**config.mk**
```make
export PLATFORM = sky130hd
export DESIGN_NAME = tl_cntr_param_flat
export DESIGN_NICKNAME = d
export VERILOG_FILES = /design/src/rtl/tl_cntr_param_if.sv /design/src/rtl/tl_cntr_param.sv /design/src/flat_wrapper.sv
export SDC_FILE = /design/constraint.sdc
export NUM_CORES = 1
export LEC_CHECK = 0
export BUFFER_PORTS_ARGS = -buffer_cell sky130_fd_sc_hd__buf_2
export CAP_MARGIN = 15
export CELL_PAD_IN_SITES_DETAIL_PLACEMENT = 1
export CELL_PAD_IN_SITES_GLOBAL_PLACEMENT = 1
export CORE_ASPECT_RATIO = 0.8
export CORE_MARGIN = 3
export CORE_UTILIZATION = 36
export DETAILED_ROUTE_END_ITERATION = 6
export MAX_ROUTING_LAYER = met4
export PLACE_DENSITY = 0.72
export RECOVER_POWER = 25
export SLEW_MARGIN = 40
export SYNTH_ARGS = -nofsm -noshare
export SYNTH_HDL_FRONTEND = slang
export SYNTH_SLANG_ARGS = --single-unit
```
**constraint.sdc**
```tcl
create_clock -name clk -period 1.8 [get_ports clk]
set_input_delay 0 -clock clk [delete_from_list [all_inputs] [get_ports clk]]
set_output_delay 0 -clock clk [all_outputs]
set_load 0.05 [all_outputs]
```
**src/rtl/tl_cntr_param_if.sv**
```systemverilog
// Sensor-in / lamp-out bundle of the traffic-light controller.
// The sensor side is the master; the controller is the slave.
interface tl_cntr_param_if;
  logic       ta;
  logic       tb;
  logic       la_req;
  logic       lb_req;
  logic       flash;
  logic [1:0] la;
  logic [1:0] lb;
  logic       flash_blink;
  logic [3:0] state;

  modport master (
    output ta, tb, la_req, lb_req, flash,
    input  la, lb, flash_blink, state
  );

  modport slave (
    input  ta, tb, la_req, lb_req, flash,
    output la, lb, flash_blink, state
  );
endinterface

```
**src/rtl/tl_cntr_param.sv**
```systemverilog
// Two-road traffic-light controller: Moore FSM with protected lefts, green extension and flash mode.
// Lamps decode the state register with zero latency; no backpressure, inputs are sampled every cycle.
module tl_cntr_param #(
  parameter int CNT_W    = 8,
  parameter int GREEN_T  = 8,
  parameter int YELLOW_T = 3,
  parameter int LEFT_T   = 4,
  parameter int FLASH_T  = 2
) (
  input logic            clk,
  input logic            reset_n,
  tl_cntr_param_if.slave bus
);

  localparam logic [3:0] S_A_G   = 4'd0;
  localparam logic [3:0] S_A_Y   = 4'd1;
  localparam logic [3:0] S_A_L   = 4'd2;
  localparam logic [3:0] S_A_LY  = 4'd3;
  localparam logic [3:0] S_B_G   = 4'd4;
  localparam logic [3:0] S_B_Y   = 4'd5;
  localparam logic [3:0] S_B_L   = 4'd6;
  localparam logic [3:0] S_B_LY  = 4'd7;
  localparam logic [3:0] S_FLASH = 4'd8;

  localparam logic [1:0] L_GREEN  = 2'b00;
  localparam logic [1:0] L_YELLOW = 2'b01;
  localparam logic [1:0] L_RED    = 2'b10;
  localparam logic [1:0] L_ARROW  = 2'b11;

  localparam logic [CNT_W-1:0] GREEN_END  = CNT_W'(GREEN_T - 1);
  localparam logic [CNT_W-1:0] YELLOW_END = CNT_W'(YELLOW_T - 1);
  localparam logic [CNT_W-1:0] LEFT_END   = CNT_W'(LEFT_T - 1);
  localparam logic [CNT_W-1:0] FLASH_END  = CNT_W'(FLASH_T - 1);

  logic [3:0]       state_q, state_d;
  logic [CNT_W-1:0] timer_q, timer_d;
  logic             la_pend_q, la_pend_d;
  logic             lb_pend_q, lb_pend_d;
  logic             blink_q, blink_d;
  logic             green_done, yellow_done, left_done, flash_done;
  logic [1:0]       la_c, lb_c;

  assign green_done  = (timer_q == GREEN_END);
  assign yellow_done = (timer_q == YELLOW_END);
  assign left_done   = (timer_q == LEFT_END);
  assign flash_done  = (timer_q == FLASH_END);

  always_ff @(posedge clk) begin
    if (!reset_n) begin
      state_q   <= S_A_G;
      timer_q   <= '0;
      la_pend_q <= 1'b0;
      lb_pend_q <= 1'b0;
      blink_q   <= 1'b0;
    end else begin
      state_q   <= state_d;
      timer_q   <= timer_d;
      la_pend_q <= la_pend_d;
      lb_pend_q <= lb_pend_d;
      blink_q   <= blink_d;
    end
  end

  always_comb begin
    state_d = state_q;
    case (state_q)
      S_A_G:   if (bus.flash || (green_done && (!bus.ta || bus.tb || la_pend_q || lb_pend_q)))
                 state_d = S_A_Y;
      S_A_Y:   if (yellow_done) state_d = bus.flash ? S_FLASH : (la_pend_q ? S_A_L : S_B_G);
      S_A_L:   if (bus.flash || left_done) state_d = S_A_LY;
      S_A_LY:  if (yellow_done) state_d = bus.flash ? S_FLASH : S_B_G;
      S_B_G:   if (bus.flash || (green_done && (!bus.tb || bus.ta || la_pend_q || lb_pend_q)))
                 state_d = S_B_Y;
      S_B_Y:   if (yellow_done) state_d = bus.flash ? S_FLASH : (lb_pend_q ? S_B_L : S_A_G);
      S_B_L:   if (bus.flash || left_done) state_d = S_B_LY;
      S_B_LY:  if (yellow_done) state_d = bus.flash ? S_FLASH : S_A_G;
      S_FLASH: if (!bus.flash) state_d = S_A_G;
      default: state_d = S_A_G;
    endcase
  end

  // Timer, blink phase and left-request latches follow the chosen transition.
  always_comb begin
    timer_d = timer_q + CNT_W'(1);
    blink_d = 1'b0;
    if (state_d != state_q) begin
      timer_d = '0;
      blink_d = (state_d == S_FLASH);
    end else if (state_q == S_FLASH) begin
      blink_d = blink_q ^ flash_done;
      if (flash_done) timer_d = '0;
    end else if ((state_q == S_A_G || state_q == S_B_G) && green_done) begin
      timer_d = timer_q;
    end

    la_pend_d = la_pend_q | (bus.la_req && state_q != S_A_L && state_q != S_A_LY);
    if (state_d == S_A_L && state_q != S_A_L) la_pend_d = 1'b0;
    lb_pend_d = lb_pend_q | (bus.lb_req && state_q != S_B_L && state_q != S_B_LY);
    if (state_d == S_B_L && state_q != S_B_L) lb_pend_d = 1'b0;
  end

  always_comb begin
    la_c = L_RED;
    lb_c = L_RED;
    case (state_q)
      S_A_G:           la_c = L_GREEN;
      S_A_Y, S_A_LY:   la_c = L_YELLOW;
      S_A_L:           la_c = L_ARROW;
      S_B_G:           lb_c = L_GREEN;
      S_B_Y, S_B_LY:   lb_c = L_YELLOW;
      S_B_L:           lb_c = L_ARROW;
      S_FLASH:         la_c = L_YELLOW;
      default:         ;
    endcase
  end

  assign bus.la          = la_c;
  assign bus.lb          = lb_c;
  assign bus.flash_blink = blink_q && (state_q == S_FLASH);
  assign bus.state       = state_q;

endmodule

```
**src/flat_wrapper.sv**
```systemverilog
// flat-port wrapper written by rule: the top's interface ports become plain ports
module tl_cntr_param_flat 
#(
  parameter int CNT_W    = 8,
  parameter int GREEN_T  = 8,
  parameter int YELLOW_T = 3,
  parameter int LEFT_T   = 4,
  parameter int FLASH_T  = 2
)
  (clk, reset_n, bus_ta, bus_tb, bus_la_req, bus_lb_req, bus_flash, bus_la, bus_lb, bus_flash_blink, bus_state);
  tl_cntr_param_if bus_i ();
  input logic clk;
  input logic reset_n;
  input wire logic [$bits(bus_i.ta)-1:0] bus_ta;
  input wire logic [$bits(bus_i.tb)-1:0] bus_tb;
  input wire logic [$bits(bus_i.la_req)-1:0] bus_la_req;
  input wire logic [$bits(bus_i.lb_req)-1:0] bus_lb_req;
  input wire logic [$bits(bus_i.flash)-1:0] bus_flash;
  output wire logic [$bits(bus_i.la)-1:0] bus_la;
  output wire logic [$bits(bus_i.lb)-1:0] bus_lb;
  output wire logic [$bits(bus_i.flash_blink)-1:0] bus_flash_blink;
  output wire logic [$bits(bus_i.state)-1:0] bus_state;
  assign bus_i.ta = bus_ta;
  assign bus_i.tb = bus_tb;
  assign bus_i.la_req = bus_la_req;
  assign bus_i.lb_req = bus_lb_req;
  assign bus_i.flash = bus_flash;
  assign bus_la = bus_i.la;
  assign bus_lb = bus_i.lb;
  assign bus_flash_blink = bus_i.flash_blink;
  assign bus_state = bus_i.state;
  tl_cntr_param #(.CNT_W(CNT_W), .GREEN_T(GREEN_T), .YELLOW_T(YELLOW_T), .LEFT_T(LEFT_T), .FLASH_T(FLASH_T)) u_core (.clk(clk), .reset_n(reset_n), .bus(bus_i));
endmodule
```
* Word-level counts from Yosys, hierarchy flattened *
Cells that the tools add are included.

storage, ports and cells
  bits of input ports = 7
  word-level logic and storage cells = 82
  flip-flop bits (word level) = 15
  output and inout bits = 9

cells by class
  mux-type cells = 23
  reduce and logical (&&, ||, !) cells = 28
  bitwise gates (word level) = 4
  add/subtract/negate cells = 1
  equal/unequal tests = 21

operators with widths
  cell                 number
  $mux 4               13
  $pmux 4 s9           1
  $mux 8               3
  $eq 4x3->1 const B   5
  $eq 8x2->1 const B   2
  $eq 4x2->1 const B   3
  $pmux 2 s3           2
  $logic_and 1x1->1    10
  $logic_or 1x1->1     10
  $add 8x1->8 const B  1
  $eq 4x4->1 const B   2
  $eq 8x1->1 const B   1
  $eq 8x3->1 const B   1
  $ne 4x2->1 const B   2
  $ne 4x3->1 const B   2
  $reduce_or 2->1      4
  $mux 3               2
  $eq 4x1->1 const B   1
  $logic_not 4->1      1
  $ne 4x4->1           1
  $reduce_or 3->1      1
  $logic_not 1->1      2
  $mux 1               2
  $ne 2x1->1 const B   1
  3 further kinds      4

* Depth between registers and ports, before layout *
  depth in word-level cells = 11
  depth in mapped cells = 8
  gate-level depth less buffers = 6

* Worst setup path before layout *
Ideal clock, no wire load.

  path kind = reg2reg
  from = reg u_core.state_q[2] (netlist: u_core.bus.state[2])
  to = reg u_core.timer_q[2]
  setup slack = -0.314 ns
  arrival time = 2.034 ns
  cell stages (with the launch flop) = 8
  buffers on the path = 2
  period minus slack after synthesis = 2.114 ns
  cells stage by stage = dfxtp_1 -> buf_6 -> or3b_1 -> a211oi_2 -> o221ai_1 -> a221o_1 -> buf_6 -> a211oi_2

on the way
  word-level cells in the longest chain between the ends = 4
  elaborated cells between the ends (all ways) = 25

RTL lines
  item                                                                   RTL line                                  text
  start: declaration                                                     tl_cntr_param.sv:35                       logic [3:0] state_q, state_d;
  start signal: assignment                                               tl_cntr_param.sv:56                       state_q <= state_d;
  $eq 4x4->1, or another cell as far along                               tl_cntr_param.sv:66, tl_cntr_param.sv:89
  $pmux 4 s9 / $logic_or 1x1->1 (equally long branches)                  tl_cntr_param.sv:66, tl_cntr_param.sv:92
  $ne 4x4->1 / $logic_and 1x1->1 (equally long branches)                 tl_cntr_param.sv:86, tl_cntr_param.sv:92
  $reduce_or 2->1 (no source line) / $ne 2x1->1 (equally long branches)  -
  end signal: assignment                                                 tl_cntr_param.sv:57                       timer_q <= timer_d;
  end: declaration                                                       tl_cntr_param.sv:36                       logic [CNT_W-1:0] timer_q, timer_d;

Parallel ways exist; a longest one is shown, timed or not.
A chain may end at the register's enable or synchronous reset.

* Final worst setup path *
  from = reg u_core.state_q[2] (netlist: u_core.bus.state[2])
  to = reg u_core.timer_q[0]

The elaborated chain is that of the path after synthesis.

==> summary.txt <==
Hold Path End = u_core.lb_pend_q
Nets = 152
core area = 2330 sq um
std cell rows = 15
fin crit share = 99.9%
Commonest cells post-synth = dfxtp_1, nor2_1, nand2_1, inv_1
number of flops mapped to enable cells by yosys = 0
Mapped Avg Cell Area = 8.25 sq um
Async SR Flop Fraction = 0%
maxcap violations = 0
TritonCTS Sinks = 15
largest area contributor in the netlist = dfxtp_1
crit path time final = 1.80 ns
CP Launch Type = flop
worst endpoint required time = 2.03 ns
Yosys reg bits = 15
max-slew violations = 0
initial core utilization = 40.8%
Synth area leaders = dfxtp_1, nor2_1, ha_1
ANT cells = 0
Area growth, synth to finish = 26.9%
DR vias/cell = 5.44
Final setup viols = 0
GRT overflow = 0
worst r2r src = u_core.bus.state[2]
Buffers on Ports = 15
vias = 952
Reg clk slew, reported paths = 0.10 ns
clock latency on the worst-skew pair = 0.29 ns
crit-path max cell delay = 0.38 ns
hold_sp = reset_n
register area = 308 sq um
die area = 3290 sq um
VDD IR max = 453 uV
Post-Layout Cell Count = 175
crit path kind = reg -> reg
IO Count = 16
drt wl/cell = 16.6 um
Reg2Reg Depth = 6
initial antenna violation count = 0
routability cong. = 0.845
Residual DRC = 0
Longest Clk Path Bufs = 2
outcome = complete, no violations
Total GRT Usage = 20.5%
CTS H-tree lvls = 1
Yosys top cell area share = 31.7%
most frequent cell after synthesis = dfxtp_1
FF-to-FF setup slack = 0.002 ns
crit-path cells = or3b_4 > a211oi_4 > o221ai_2 > buf_4 > a221o_1 > nor2_1
kind of end point of the critical path = flop
DRT Pass-1 Iters = 4
first-pass GRT wire length = 4.95 mm
Cell Area, Synth = 948 sq um
FMAX = 0.556 GHz
Pwr Total = 682 uW
Lkg Pwr = 0.000489 uW
dpl cell area = 1110 sq um
RSZ-0062 raised after global routing = yes
Filler cells = 304
vias in the first global route = 952
post-synthesis sequential area ratio = 31.7%
Synth Instances = 115
Final Hold Fails = 0
WHS Path Cells = 3
chip height = 51.9 um
Routed Antenna Nets = 0
starting DRC count in detailed routing = 44
Slowest-stage cell, CP = or3b_4
layout cells sized above 1 = 32.6%
Most used DFF post-synth = dfxtp_1
largest net degree at the start of global routing = 13
placed insts = 167
Worst-Margin Slew = 0.605 ns
syn nets = 125
die span in x = 63.4 um
post-DP HPWL = 2.07 mm
Slew headroom = 59.9%
crit path DAT = 2.03 ns
fin area = 1200 sq um
Min-Delay Path Class = in -> reg
yosys warns = 0
multi-input logic area = 632 sq um
Post-Route WL = 2.90 mm
CP max FO = 4
power density cells = 566 nW/um^2
root buffer cell = clkbuf_4
Critical R2R Capture = u_core.timer_q[0]
skew final = 0.00831 ns
final core utilization = 51.7%
TritonCTS buffer count = 3
post-synth cell types = 38
CTS tree = done
layout make-up:
| class | count | share of cell area (%) |
|---|---|---|
| Inverter | 6 | 1.87 |
| Sequential cell | 15 | 25.6 |
| Timing Repair Buffer | 28 | 14.2 |
| Tap cell | 34 | 3.53 |
| Multi-Input combinational cell | 88 | 52.5 |
| Clock buffer | 3 | 1.87 |
| Clock inverter | 1 | 0.416 |
worst max-delay path, delay by kind of cell (launching register included):
family / cells / cell delay (ns)
flip-flops: 1 / 0.35
AO/OA/AOI/OAI: 3 / 0.75
AND/OR/NAND/NOR: 2 / 0.49
buffers and inverters: 1 / 0.15
sequential cells by signal (all words and copies together), names as in the netlist:
name / flops
u_core.timer_q: 8
u_core.bus.state: 4
u_core.blink_q: 1
u_core.la_pend_q: 1
u_core.lb_pend_q: 1
worst max path at each step:
stage                        startpoint                 to  slack, ns  cells past startpoint
floorplan           u_core.bus.state[2]  u_core.timer_q[2]      -0.12                      7
global placement    u_core.bus.state[2]  u_core.timer_q[2]      -0.01                      5
detailed placement  u_core.bus.state[2]  u_core.timer_q[2]      -0.06                      5
CTS                 u_core.bus.state[2]  u_core.timer_q[2]      -0.02                      5
global route          u_core.timer_q[1]   u_core.lb_pend_q      -0.08                      6
finish              u_core.bus.state[2]  u_core.timer_q[0]      0.002                      6
repair_timing:
action / CTS / global route
endpoints found under the setup margin: 4 / 12
pin swaps: 7 / 3
resized for setup: 3 / 6
hold buffers: 0 / 0
cloned: 1 / 0
buffers inserted: 2 / 1
cell usage in the layout, fill, tap and decap left out, types with 4 or more instances in the layout:
cell type / netlist / routed
and2_1: 5 / 5
nor2_1: 13 / 13
a21oi_1: 5 / 5
dfxtp_1: 15 / 11
inv_1: 6 / 6
nand4_1: 4 / 4
nand3_1: 5 / 5
nand2_1: 10 / 10
clkbuf_4: 0 / 4
buf_4: 0 / 13
buf_2: 1 / 11
xor2_1: 4 / 4
routing by layer:
layer,GRT usage [%],routed length [um],up-vias
met1,26.9,1450,456
met5,-,0,-
met2,31.5,1260,27
li1,-,-,465
met3,4.97,141,4
met4,6.45,38,0
power breakdown:
part	switching, uW	internal, uW	leakage, uW	total, uW
Combinational	73.4	52.7	0.000348	126
Sequential	18.1	341	0.000124	359
Clock	114	82.7	0.0000177	197
Total	206	476	0.000489	682
logic make-up after synthesis:
kind of cell / synth area share, %
AOI/OAI and AO/OA: 19.3
xor gates and xnor gates: 6.46
adders and majority gates: 3.96
buffers and inverters: 6.86
DFF: 31.7
muxes: 2.37
and+or+nand+nor: 29.4
per-stage QoR:
stage,TNS [ns],setup slack (ns),hold WS [ns]
global route,-0.509,-0.0804,0.0403
finish,0,0.00177,0.0328
detailed placement,-0.0970,-0.0554,0.318
global placement,-0.0142,-0.0142,0.319
floorplan,-0.283,-0.117,0.121
CTS,-0.0895,-0.0227,0.00888
Note: power is estimated with default switching activity, not from simulation.
